[src/rtl/bcd2bin_pkg.sv]
// Shared constants and FSM state type for the BCD-to-binary converter.
// Optional overflow detection is enabled by defining BCD2BIN_OVF_CHECK_EN.
package bcd2bin_pkg;
    localparam int BCD_W     = 4;
    localparam int DEC_BASE  = 10;
    localparam int NDIG_DEF  = 10;
    localparam int VAL_W_DEF = 32;

    typedef enum logic [1:0] {
        IDLE,
        CONV,
        DONE
    } state_t;

    function automatic logic is_dec_digit(input logic [BCD_W-1:0] d);
        return d < BCD_W'(DEC_BASE);
    endfunction
endpackage

[src/rtl/mul10_add.sv]
// One Horner step: sum = acc*10 + d, built from two shifts and adds so no
// multiplier is needed. The result is widened by BCD_W bits to expose overflow.
module mul10_add
    import bcd2bin_pkg::*;
#(
    parameter int VAL_W = VAL_W_DEF
) (
    input  logic [VAL_W-1:0]       acc,
    input  logic [BCD_W-1:0]       d,
    output logic [VAL_W+BCD_W-1:0] sum
);
    localparam int SUM_W = VAL_W + BCD_W;

    logic [SUM_W-1:0] acc_x;

    assign acc_x = SUM_W'(acc);
    assign sum   = (acc_x << 3) + (acc_x << 1) + SUM_W'(d);
endmodule

[src/rtl/bcd_to_bin.sv]
// Sequential BCD-to-binary converter, one digit per cycle, MSD first.
// Defining BCD2BIN_OVF_CHECK_EN enables the sticky ovf flag; otherwise ovf is 0.
module bcd_to_bin
    import bcd2bin_pkg::*;
#(
    parameter int NDIG  = NDIG_DEF,
    parameter int VAL_W = VAL_W_DEF
) (
    input  logic                  clk,
    input  logic                  rst_n,
    input  logic                  in_valid,
    output logic                  in_ready,
    input  logic [BCD_W*NDIG-1:0] digits_flat,
    input  logic [3:0]            num_digits,
    output logic                  out_valid,
    input  logic                  out_ready,
    output logic [VAL_W-1:0]      value,
    output logic                  err_digit,
    output logic                  err_len,
    output logic                  ovf
);
    localparam logic [3:0] NDIG_MAX = 4'(NDIG);

    state_t                  state;
    logic [BCD_W*NDIG-1:0]   digits;
    logic [3:0]              idx;
    logic [VAL_W-1:0]        acc;
    logic [BCD_W-1:0]        digit_arr [NDIG];
    logic [BCD_W-1:0]        cur_digit;
    logic [VAL_W+BCD_W-1:0]  sum;
    logic                    accept;

    for (genvar g = 0; g < NDIG; g++) begin : g_unpack
        assign digit_arr[g] = digits[g*BCD_W +: BCD_W];
    end

    assign cur_digit = digit_arr[idx];
    assign accept    = (state == IDLE) && in_valid;
    assign value     = acc;

    mul10_add #(.VAL_W(VAL_W)) u_mul10_add (
        .acc (acc),
        .d   (cur_digit),
        .sum (sum)
    );

    // NOTE: every register here updates with <= so all of them see the
    // pre-edge state; the digit latch is reset too, so no X ever reaches sum.
    always_ff @(posedge clk or negedge rst_n) begin
        if (!rst_n) begin
            state     <= IDLE;
            in_ready  <= 1'b1;
            out_valid <= 1'b0;
            digits    <= '0;
            idx       <= '0;
            acc       <= '0;
            err_digit <= 1'b0;
            err_len   <= 1'b0;
        end else begin
            case (state)
                IDLE: begin
                    if (accept) begin
                        digits    <= digits_flat;
                        acc       <= '0;
                        err_digit <= 1'b0;
                        err_len   <= 1'b0;
                        in_ready  <= 1'b0;
                        if (num_digits == 4'd0) begin
                            state     <= DONE;
                            out_valid <= 1'b1;
                        end else if (num_digits > NDIG_MAX) begin
                            err_len   <= 1'b1;
                            state     <= DONE;
                            out_valid <= 1'b1;
                        end else begin
                            idx   <= num_digits - 4'd1;
                            state <= CONV;
                        end
                    end
                end
                CONV: begin
                    if (!is_dec_digit(cur_digit)) begin
                        err_digit <= 1'b1;
                        acc       <= '0;
                        state     <= DONE;
                        out_valid <= 1'b1;
                    end else begin
                        acc <= sum[VAL_W-1:0];
                        if (idx == 4'd0) begin
                            state     <= DONE;
                            out_valid <= 1'b1;
                        end else begin
                            idx <= idx - 4'd1;
                        end
                    end
                end
                DONE: begin
                    if (out_ready) begin
                        out_valid <= 1'b0;
                        in_ready  <= 1'b1;
                        state     <= IDLE;
                    end
                end
                default: begin
                    state     <= IDLE;
                    in_ready  <= 1'b1;
                    out_valid <= 1'b0;
                end
            endcase
        end
    end

`ifdef BCD2BIN_OVF_CHECK_EN
    // Sticky across the whole request; only the carry-out nibble matters.
    always_ff @(posedge clk or negedge rst_n) begin
        if (!rst_n) begin
            ovf <= 1'b0;
        end else if (accept) begin
            ovf <= 1'b0;
        end else if (state == CONV && is_dec_digit(cur_digit)
                     && (sum[VAL_W+BCD_W-1:VAL_W] != '0)) begin
            ovf <= 1'b1;
        end
    end
`else
    logic unused_sum_hi;

    assign unused_sum_hi = |sum[VAL_W+BCD_W-1:VAL_W];
    assign ovf           = 1'b0;
`endif
endmodule

[config.mk]
export PLATFORM = sky130hd
export DESIGN_NAME = bcd_to_bin
export DESIGN_NICKNAME = d
export VERILOG_FILES = /design/src/rtl/bcd2bin_pkg.sv /design/src/rtl/mul10_add.sv /design/src/rtl/bcd_to_bin.sv
export SDC_FILE = /design/constraint.sdc
export NUM_CORES = 1
export LEC_CHECK = 0
export CAP_MARGIN = 20
export CORE_AREA = 2 2 101 103
export DETAILED_ROUTE_END_ITERATION = 10
export DIE_AREA = 0 0 103 105
export PLACE_DENSITY = 0.83
export REMOVE_ABC_BUFFERS = 1
export SYNTH_ARGS = -nofsm -noshare
export SYNTH_HDL_FRONTEND = slang
export SYNTH_SLANG_ARGS = --single-unit
[constraint.sdc]
create_clock -name clk -period 10.05 [get_ports clk]
set_clock_uncertainty 0.15 [all_clocks]
set_input_delay 1.005 -clock clk [delete_from_list [all_inputs] [get_ports clk]]
set_output_delay 1.005 -clock clk [all_outputs]
set_load 0.02 [all_outputs]
==> results.txt <==
status: finished, final reports clean
sequential power share: 37.1%
Adder-Cell Fraction of Synth Area: 13.9%
Post-Syn Instances: 607
DR vias: 4731
wire per inst: 15.8 um
synthesized flop and latch total: 82
IO Pins: 85
post-detail-place hpwl: 9260 um
max_slew headroom: 41.7%
area of the multi-input gates: 3350 um^2
xor/xnor cell area share of the yosys netlist: 3.75%
CP startpoint: idx[0]
Setup TNS: 0 ns
Placeable Area: 9640 um^2
worst hold slack: 0.323 ns
clock slew at reported path FFs: 0.08 ns
net switching power: 0.000626 W
P per Cell Area: 227 nW/um^2
peak fanout along the critical path: 17
post-route antenna net violation count: 0
TritonCTS buffer count: 9
Post-synth EDFFs: 0
storage element area: 2050 um^2
final core occ: 69.3%
Clock Latency Late Sink: 0.36 ns
Final Cycle Share: 47.1%
Comb power frac: 46.5%
final hold vios: 0
area leader, netlist: dfrtp_1
Fmax: 211 MHz
Cell Area, Synth: 5600 um^2
fillcell total: 813
Setup Buffers After CTS: 0
RR Startpoint: idx[0]
initial core utilization: 58.1%
most frequent CP cell: ha_1
Clock power frac: 16.3%
GRT Resource Usage Total: 25.2%
Post-route DRC: 0
n_diodes: 0
CP max stage cell: dfrtp_1
largest net degree at the start of global routing: 83
initial antenna violation count: 0
H-tree depth: 3
largest family of logic cells by synthesized area: compound AO/OA/AOI/OAI gates
family with the most delay on the worst path: compound AO/OA/AOI/OAI gates
vias in the first global route: 4836
CTS-repair resized insts: 0
Sink Count: 82
Setup crit end kind: flip-flop
Setup CP Type: flip-flop to flip-flop
CTS tree: done
CTS Buffer Depth: 2
first-pass GRT wire length: 22100 um
multiplexer area fraction after synthesis: 5.18%
die height: 105 um
Synth Area in Compound Gates: 20.8%
internal power: 0.000894 W
RD Place Congestion: 0.866
I/O Buffers: 83
Worst Tran Pin Value: 0.874 ns
post-synth cell types: 71
Post-synth ARST share: 100%
Synth Warn #: 0
die area: 10800 um^2
number of max-cap violations: 0
Post-Synth Simple-Gate Area: 16.0%
crit-path cells: mux4_2 > mux2i_1 > o22ai_1 > ha_1 > ha_1 > fa_1 > a211oi_1 > o21ai_0 > a221oi_2 > nor4_2 > nor4_1 > a21oi_1 > a32o_1
Slew Limit Fails: 0
CTS Root Cell: clkbuf_8
DR vias/cell: 5.85
top cells by area, synth: dfrtp_1 (36%), ha_1 (13%), nand2_1 (10%)
Hold WC Path Type: flip-flop to flip-flop
Worst EP arrival: 4.84 ns
P_leak: 3.37 nW
DIE WIDTH: 103 um
Avg Cell Area, Syn: 9.23 um^2
Synth top area share: 36.2%
grt total ovfl: 0
Tmin final: 4.74 ns
Sw Share: 41.2%
FP Rows: 36
P&R area growth vs syn: 19.3%
required time worst endpoint: 10.15 ns
main flop type after synthesis: dfrtp_1
VDD IR max: 0.175 mV
hold buffer count at cts: 0
final setup fails: 0
CP peak stage delay: 0.89 ns
CP Launch Type: flip-flop
hold path start: digits[12]
DRT iter0 DRCs: 273
final WL: 12800 um
layout cell share with drive strength beyond 1: 6.21%
RSZ-0062 raised after global routing: no
register area share after synthesis: 36.7%
CP Buf/Inv Count: 0
layout net count: 780
DR pass1 iterations: 5
## final cells by class
type                       instances  area share, %
clock inverter                     5          0.824
timing repair buffer              86           13.0
tap                              133           2.49
sequential                        82           30.7
clock buffer                      11           2.12
multi-input combinational        479           50.1
inverter                          13          0.730
## per-layer routing
layer | part of all wire (%) | global-route usage (%) | vias to the layer above
met5 | 0 | 0 | -
met2 | 50 | 42.9 | 135
met3 | 4.6 | 3.34 | 19
li1 | - | - | 2309
met1 | 43 | 32.6 | 2268
met4 | 2.0 | 8.74 | 0
## cell usage after synthesis, types with 5 or more instances
| cell | count |
|---|---|
| nand4_1 | 6 |
| o21a_1 | 9 |
| ha_1 | 59 |
| a32o_1 | 5 |
| clkbuf_1 | 23 |
| nor2_1 | 20 |
| o21ai_0 | 21 |
| a22o_1 | 26 |
| nand2_1 | 151 |
| inv_1 | 13 |
| xnor2_1 | 15 |
| o22ai_1 | 5 |
| xor2_1 | 9 |
| a21oi_1 | 43 |
| mux2i_1 | 11 |
| buf_2 | 5 |
| dfrtp_1 | 81 |
| a21o_1 | 14 |
| mux4_2 | 8 |
## kinds of logic after synthesis
| logic type | Yosys count |
|---|---|
| adder cells (fa/ha/maj) | 61 |
| flip-flops | 82 |
| AO/OA/AOI/OAI | 166 |
| XOR/XNOR | 24 |
| other | 1 |
| AND/OR/NAND/NOR | 208 |
| buffers and inverters | 46 |
| multiplexers | 19 |
## worst reg2reg max path, stage by stage, from the launching register on
cell and delay [ns]:
dfrtp_1 0.89, mux4_2 0.59, mux2i_1 0.14, o22ai_1 0.13
ha_1 0.30, ha_1 0.23, fa_1 0.43, a211oi_1 0.31
o21ai_0 0.23, a221oi_2 0.41, nor4_2 0.16, nor4_1 0.30
a21oi_1 0.08, a32o_1 0.29
## stage by stage
stage          cell area, um^2  power [W]  std cells  setup WS [ns]
5_1_grt                   6680    0.00164        809           4.97
6_report                  6680    0.00152        809           5.31
2_1_floorplan             5440    0.00104        574           5.79
3_3_place_gp              6460    0.00124        792           5.45
3_5_place_dp              6460    0.00128        792           5.32
4_1_cts                   6660    0.00153        808           5.31
## state kept, by name, indices dropped and copies added (netlist names)
signal	cells
digits	40
idx	4
value	32
state	2
in_ready	1
err_digit	1
out_valid	1
err_len	1
## cell usage in the layout, fill, tap and decap left out, drive strengths merged, types with 5 or more instances in the layout
master,synthesis,routed
inv,13,13
ha,59,59
o22ai,5,5
a21o,14,14
clkdlybuf4s50,0,82
clkbuf,23,11
a32o,5,5
a21oi,43,43
o21ai,24,24
mux4,8,8
nand2,151,151
a22o,26,26
mux2i,11,11
nand4,6,6
xnor2,15,15
nor2,21,21
dfrtp,81,81
xor2,9,9
o21a,9,9
o21bai,5,5
## power groups by stage
stage,logic [W],clock network [W],registers [W]
finish,0.000707,0.000248,0.000564
global route,0.000792,0.000264,0.000583
CTS,0.000713,0.000252,0.000566
detailed placement,0.000708,0,0.000571
global placement,0.000679,0,0.000564
floorplan,0.000467,0,0.000572
## worst paths after layout
kind / end / cells after the start / slack (ns)
hold / removal: digits[12] / 2 / 0.32
hold reg to reg: digits[12] / 2 / 0.32
min in group asynchronous: value[11] / 1 / 0.43
setup / recovery: value[24] / 13 / 5.31
setup reg to reg: value[24] / 13 / 5.31
max in group asynchronous: in_ready / 2 / 8.65
Power figures use the tool's default switching activity.
